--- src/rtl/fetch_unit_pkg.sv ---
// Shared definitions for the instruction-fetch stage.
// State encodings and reset-time constants.
package fetch_unit_pkg;

  typedef enum logic [1:0] {
    FETCH_BOOT = 2'd0,
    FETCH_REQ  = 2'd1,
    FETCH_WAIT = 2'd2,
    FETCH_FULL = 2'd3
  } fetch_state_e;

  localparam logic [31:0] NOP_INSTR      = 32'h0000_0013;
  localparam logic [31:0] FETCH_RESET_PC = 32'h0000_0000;

endpackage

--- src/rtl/fetch_unit.sv ---
// RV32 fetch stage: PC, single outstanding imem request,
// one-entry output buffer, branch redirect handling.
module fetch_unit
  import fetch_unit_pkg::*;
#(
  parameter logic [31:0] RESET_PC = FETCH_RESET_PC
) (
  input  logic        clk,
  input  logic        rst,
  input  logic        br_valid,
  input  logic [31:0] br_target,
  output logic        imem_req,
  output logic [31:0] imem_addr,
  input  logic        imem_gnt,
  input  logic        imem_rvalid,
  input  logic [31:0] imem_rdata,
  output logic        if_valid,
  output logic [31:0] if_instr,
  output logic [31:0] if_pc,
  input  logic        id_ready
);

  fetch_state_e state, state_d;
  logic [31:0]  pc, pc_d;
  logic [31:0]  req_addr, req_addr_d;
  logic         kill, kill_d;
  logic [31:0]  buf_instr, buf_instr_d;
  logic [31:0]  buf_pc, buf_pc_d;

  logic         redirect;
  logic [31:0]  redir_addr;
  logic [31:0]  pc_inc;

  assign redirect   = br_valid && (br_target != 32'd0);
  assign redir_addr = {br_target[31:2], 2'b00};
  assign pc_inc     = req_addr + 32'd4;

  always_ff @(posedge clk) begin
    if (rst) begin
      state     <= FETCH_BOOT;
      pc        <= RESET_PC;
      req_addr  <= RESET_PC;
      kill      <= 1'b0;
      buf_instr <= NOP_INSTR;
      buf_pc    <= RESET_PC;
    end else begin
      state     <= state_d;
      pc        <= pc_d;
      req_addr  <= req_addr_d;
      kill      <= kill_d;
      buf_instr <= buf_instr_d;
      buf_pc    <= buf_pc_d;
    end
  end

  always_comb begin
    state_d     = state;
    pc_d        = pc;
    req_addr_d  = req_addr;
    kill_d      = kill;
    buf_instr_d = buf_instr;
    buf_pc_d    = buf_pc;
    imem_req    = 1'b0;
    unique case (state)
      FETCH_BOOT: begin
        state_d    = FETCH_REQ;
        pc_d       = RESET_PC;
        req_addr_d = RESET_PC;
      end
      FETCH_REQ: begin
        imem_req = 1'b1;
        // the stale request still completes; kill drops its data
        if (redirect) begin
          pc_d   = redir_addr;
          kill_d = 1'b1;
        end
        if (imem_gnt) state_d = FETCH_WAIT;
      end
      FETCH_WAIT: begin
        if (imem_rvalid) begin
          if (redirect) begin
            kill_d     = 1'b0;
            pc_d       = redir_addr;
            req_addr_d = redir_addr;
            state_d    = FETCH_REQ;
          end else if (kill) begin
            kill_d     = 1'b0;
            req_addr_d = pc;
            state_d    = FETCH_REQ;
          end else begin
            buf_instr_d = imem_rdata;
            buf_pc_d    = req_addr;
            pc_d        = pc_inc;
            state_d     = FETCH_FULL;
          end
        end else if (redirect) begin
          pc_d   = redir_addr;
          kill_d = 1'b1;
        end
      end
      FETCH_FULL: begin
        if (redirect) begin
          pc_d       = redir_addr;
          req_addr_d = redir_addr;
          state_d    = FETCH_REQ;
        end else if (id_ready) begin
          req_addr_d = pc;
          state_d    = FETCH_REQ;
        end
      end
      default: state_d = FETCH_BOOT;
    endcase
  end

  // branch is older than the buffered word, so squash it now
  assign if_valid  = (state == FETCH_FULL) && !redirect;
  assign if_instr  = buf_instr;
  assign if_pc     = buf_pc;
  assign imem_addr = req_addr;

endmodule

--- config.mk ---
export PLATFORM = sky130hd
export DESIGN_NAME = fetch_unit
export DESIGN_NICKNAME = d
export VERILOG_FILES = /design/src/rtl/fetch_unit_pkg.sv /design/src/rtl/fetch_unit.sv
export SDC_FILE = /design/constraint.sdc
export NUM_CORES = 1
export LEC_CHECK = 0
export CAP_MARGIN = 20
export CORE_MARGIN = 2
export CORE_UTILIZATION = 36
export CTS_CLUSTER_SIZE = 8
export DETAILED_ROUTE_END_ITERATION = 8
export PLACE_DENSITY = 0.71
export SLEW_MARGIN = 30
export SYNTH_ARGS = -nofsm -noshare
export SYNTH_HDL_FRONTEND = slang
export SYNTH_SLANG_ARGS = --single-unit
--- constraint.sdc ---
create_clock -name clk -period 2.55 [get_ports clk]
set_input_delay 0.255 -clock clk [delete_from_list [all_inputs] [get_ports clk]]
set_output_delay 0.255 -clock clk [all_outputs]
set_load 0.05 [all_outputs]
# After elaboration in Yosys (flattened, before gate mapping)
# Index checks and enable logic that the tools add are counted.
[totals]
ff_bits = 131
inputBits = 70
word_cells = 50
[classes]
add_sub_neg = 1
eq_ne = 8
muxes = 22
bitwise = 2
reduce_logical = 11
[op_table]
columns = ["operator", "count"]
rows = [
  ["$mux W32", 9],
  ["$pmux W32 S3", 2],
  ["$add A32 B3 Y32 const B", 1],
  ["$reduce_bool A32 Y1", 1],
  ["$mux W2", 6],
  ["$pmux W2 S4", 1],
  ["$reduce_and A4 Y1", 2],
  ["$ne A3 B3 Y1 const B", 2],
  ["$eq A2 B2 Y1 const B", 2],
  ["$ne A2 B2 Y1 const B", 2],
  ["$ne A4 B4 Y1 const B", 1],
  ["$mux W1", 3],
  ["$reduce_and A3 Y1", 1],
  ["$reduce_bool A3 Y1", 1],
  ["$eq A2 B1 Y1 const B", 1],
  ["$logic_and A1 B1 Y1", 2],
  ["$logic_not A2 Y1", 1],
  ["$not A1 Y1", 2],
  ["$pmux W1 S2", 1],
  ["$reduce_bool A2 Y1", 1],
  ["$reduce_or A2 Y1", 1],
  ["$logic_not A1 Y1", 1],
]

# Depth between registers and ports, before layout
[logic_depth]
ltp_word = 5
mapped_depth = 9
depth_no_buf = 8

# Least setup slack after synthesis
# No wires, ideal clock.
[synth_path]
path_kind = "input to output"
from = "input br_target[19]"
to = "output if_valid"
arrival_ns = 2.057
t_required_ns = 2.295
slack_ns = 0.238
path_stages = 7
path_buffers = 3
cell_sequence = "nor4_1 > nand4_1 > o21a_1 > buf_4 > buf_2 > buf_2 > nor2_1"
[synth_via]
elab_chain_len = 4
[synth_rtl]
columns = ["item", "line_no", "text"]
rows = [
  ["from (decl)", "fetch_unit.sv:11", "input logic [31:0] br_target,"],
  ["$reduce_bool A32 Y1", "fetch_unit.sv:34", "assign redirect = br_valid && (br_target != 32'd0);"],
  ["$logic_and A1 B1 Y1", "fetch_unit.sv:34", ""],
  ["$logic_not A1 Y1", "fetch_unit.sv:116", "assign if_valid = (state == FETCH_FULL) && !redirect;"],
  ["$logic_and A1 B1 Y1", "fetch_unit.sv:116", ""],
  ["to (decl)", "fetch_unit.sv:17", "output logic if_valid,"],
]
# No other way between the ends.

# Worst setup path in the final report
[layout_path]
from = "input br_target[31]"
to = "output if_valid"
# Same word-level chain as after synthesis.

==> summary by stage <==
Run status
The run finished with clean final reports.

Timing
Adding up every negative setup slack in the final design gives 0 ns. The relative slew slack is between 40% and 50%. Dividing the final minimum period by the clock period gives 92.6%. The final worst slack is 0.190 ns.

On the final layout, the worst clock skew is around 0.0076 ns. The final critical delay including setup and external delays is ~2.4 ns. The number of pins exceeding their max-slew limit in the final report is 0. The number of endpoints with negative hold slack in the final report came to 0. The measured slew at the worst slew-check pin is 0.800 ns. Setup violations remaining at the end of the flow were counted as 0. Setup repair after global routing left no endpoint under its margin. For this run, the top clock speed supported by timing is between 400 and 500 MHz.

Clocking
Buffers inserted during clock tree synthesis total 17. The clock tree from TritonCTS is yes. The H-tree was split into 4 levels. For this design, the CTS-stage hold fixing added 0 buffers. No sink is reached through more buffers than the 2 on the longest clock path. The tree is rooted in a clkbuf_16. The number of sinks handled by clock tree synthesis is between 100 and 150. The insertion delay of the later-clocked pin in the worst-skew pair is 0.41 ns. After clock tree synthesis, the clock-pin slew on the worst setup and hold paths is 0.05 ns.

Routing
In the routed design, unresolved DRC markers number 0. For this block, the initial DRC count from the detailed router was roughly 630. The via count is 6649.

The final layout contains routed wiring with a total length of around 21000 microns. The pre-antenna-repair detailed-routing pass consisted of 6 iterations. The remaining number of nets flagged by the antenna check after routing is 0. The via count normalized by instance count is 5.45. After detailed routing, the average wire length per cell comes to 17.6 microns.

Yosys
The total standard cell area after synthesis is approximately 6300 sq um. The synthesized-area fraction occupied by ao, oa, aoi and oai cells is between 20% and 30%. After synthesis, the share of cell area in mux cells is under 10%. After synthesis, the largest family of logic cells by area is simple AND/OR/NAND/NOR gates. The xor and xnor area share after synthesis is under 10%.

Of all cell types, the one taking the most synthesized area is dfxtp_1. The number of synthesized flops with an enable pin is 0. The share of the synthesized area in the top cell type is around two fifths. The average instance in the mapped netlist occupies between 8 and 9 sq um. The simple-gate share of the synthesized area is 22.1%. The adder-cell share of the synthesized area is 1.20%. The total nets after synthesis is 837.

The top flip-flop cell by instance count after synthesis is dfxtp_1. After synthesis, flip-flops and latches occupy 41.8% of the total area. During synthesis, Yosys emitted a total of 0 warnings. The cell count after synthesis is 761. Synthesis inferred 131 register bits. Sorting the synthesized cells by area gives the leading types as dfxtp_1 (42%), nand2_1 (9.5%), a21oi_1 (5.6%). Yosys mapped the design onto 52 distinct sky130hd cell types. Of all flip-flops after synthesis, the portion carrying an async set or reset was 0%.

Global route
The first global-routing pass estimated 33600 microns of wire. The number of global-route vias before repair is 6457. The number of antenna violations at the first check in global routing is 0. Entering global routing, the biggest net connects 71 pins. Global routing consumed, over all layers together, 23.3% of the routing resources. The global route total overflow is 0.

Die
The total area inside the core boundary comes to 17200 sq um. The floorplan step defined a die boundary enclosing 18500 sq um. For this design the top-level I/O count stands at 168. The floorplan die height is between 100 and 150 microns.

The initial standard-cell utilization of the core is 36.5%. The row count is 48. The die is 136 microns wide.

Worst setup path
The worst setup path is of the input port to output pin kind. On the critical path, the stage with the largest delay is an instance of clkdlybuf4s50_1. In this run the worst path has a maximum fanout of 27. The arrival time at the worst endpoint is 2.11 ns. The largest single stage delay on the critical path is between 0.4 and 0.5 ns. The critical path endpoint category is an output pin. STA classifies the critical path startpoint as an input port. STA puts the critical path data required time at around 2.3 ns. Walking the worst path, the cells encountered are clkdlybuf4s50_1, nor4_2, buf_4, nand4_1, o21a_2, buf_8, nor2_4, buf_12.

Finish
Cells with a size suffix above 1 make up 17.0% of the layout. The top cell types in the final layout, fill and taps aside, are clkdlybuf4s50_1 (165), nand2_1 (159), dfxtp_1 (131). The number of antenna diodes in the final layout is 0. The count of nets after finishing is about 1100. The most frequent standard cell in the layout excluding fill and tap cells is clkdlybuf4s50_1.

The count of cells in the finished layout, fillers not included, comes to 1221. Compared with the post-synthesis result, the final layout area differs by 49.4%. The count of fill cells added during filler insertion is 1600.

Placement
The post-DP HPWL is 15400 microns. At the end of routability-driven placement, the weighted congestion stood at 0.878. Once placement completed, the tool counted placed cells totaling 1191. OpenSTA, run right after detailed placement, puts the worst setup slack at -0.212 ns. The count of buffers added on input and output ports is around 170.

Power and ir drop
Across the VDD grid, the largest voltage drop is 0.460 mV. The leakage power of the design is roughly 0.0034 uW. Dividing total power by cell area gives a power density of 572 nW/um^2.

Hold path
The path class of the tightest hold or removal check is input port to register.

Job
The max-cap check violation count is 0.
-- stage by stage --
stage                     utilization (%)  total power (uW)  hold slack, ns  area (sq um)
final                                54.6              5360           0.141          9380
after global routing                 54.6              5560           0.133          9380
after CTS                            54.5              5400           0.119          9370
after detailed placement             51.1              3020           0.446          8780
after global placement               51.1              3010           0.438          8780
after floorplan                         -              2580           0.379          6270
-- cells by family (layout without fill, tap and decap cells) --
family / Yosys count / after routing
AND/OR/NAND/NOR: 303 / 303
AO/OA/AOI/OAI: 203 / 203
multiplexers: 27 / 27
XOR/XNOR: 27 / 27
flip-flops: 131 / 131
buffers and inverters: 64 / 299
adder cells (fa/ha/maj): 6 / 6
-- registers in the layout, summed over array words and instances, names as in the netlist --
name / flops
kill: 1
state: 2
if_instr: 32
imem_addr: 32
if_pc: 32
pc: 32
-- synth_stat cells, types with 2 or more instances --
| master | number |
|---|---|
| a211oi_1 | 5 |
| a32o_1 | 8 |
| nor4_2 | 2 |
| dfxtp_1 | 131 |
| o221ai_1 | 2 |
| o41ai_1 | 2 |
| buf_2 | 21 |
| nand4_1 | 10 |
| nor3_1 | 42 |
| inv_1 | 7 |
| a31oi_1 | 4 |
| buf_6 | 2 |
| and3_1 | 8 |
| a22o_1 | 13 |
| nor3b_1 | 2 |
| a32oi_1 | 3 |
| o21ai_0 | 28 |
| or4b_1 | 2 |
| a31o_2 | 34 |
| ha_1 | 6 |
| mux2i_1 | 27 |
| nor4_1 | 8 |
| and2_1 | 5 |
| a21o_1 | 4 |
| or3_1 | 2 |
| nand2_1 | 159 |
| nand3_1 | 19 |
| xnor2_1 | 13 |
| o2bb2ai_1 | 2 |
| xor2_1 | 14 |
| a211o_1 | 2 |
| clkbuf_1 | 24 |
| nor2b_1 | 2 |
| buf_4 | 9 |
| o31ai_1 | 13 |
| nor2_1 | 32 |
| and4_1 | 5 |
| a21oi_1 | 70 |
| a22oi_1 | 6 |
-- cell type report --
| type | instances | area, sq um | area share (%) |
|---|---|---|---|
| Inverter | 7 | 26.3 | 0.280 |
| Tap cell | 225 | 282 | 3.00 |
| Clock inverter | 5 | 75.1 | 0.801 |
| Clock buffer | 26 | 489 | 5.22 |
| Sequential cell | 131 | 2620 | 28.0 |
| Multi-Input combinational cell | 566 | 3380 | 36.0 |
| Timing Repair Buffer | 261 | 2500 | 26.7 |
-- worst max-delay path, delay by kind of cell --
| kind | cells | cell delay (ns) |
|---|---|---|
| AO/OA/AOI/OAI | 1 | 0.30 |
| buffers and inverters | 4 | 0.91 |
| AND/OR/NAND/NOR | 3 | 0.61 |
-- timing repair --
action,CTS,global route
gates resized for setup,4,3
endpoints found under the setup margin,1,1
hold endpoints to repair,0,0
pin swaps,3,3
buffers inserted,0,0
-- power by group --
group | switching (uW) | internal, uW | leakage [uW]
sequential | 38.2 | 2090 | 0.00106
combinational | 483 | 383 | 0.00206
clock | 867 | 1510 | 0.000278
-- worst paths after layout --
check,endpoint,depth (start not counted),startpoint,slack (ns)
worst max-delay path,if_valid,8,br_target[31],0.19
worst min-delay path,pc[16],2,rst,0.14
worst max register to register,pc[5],7,state[0],0.21
worst min register to register,if_instr[2],2,if_instr[2],0.45
-- routing by layer --
metal | GRT usage (%) | share of wire, % | routed length [microns]
met1 | 29.4 | 41 | 8870
met2 | 37.5 | 47 | 10000
met4 | 10.1 | 3.7 | 793
met5 | 0 | 0 | 0
met3 | 6.26 | 8.3 | 1770
Power figures use the tool's default switching activity.
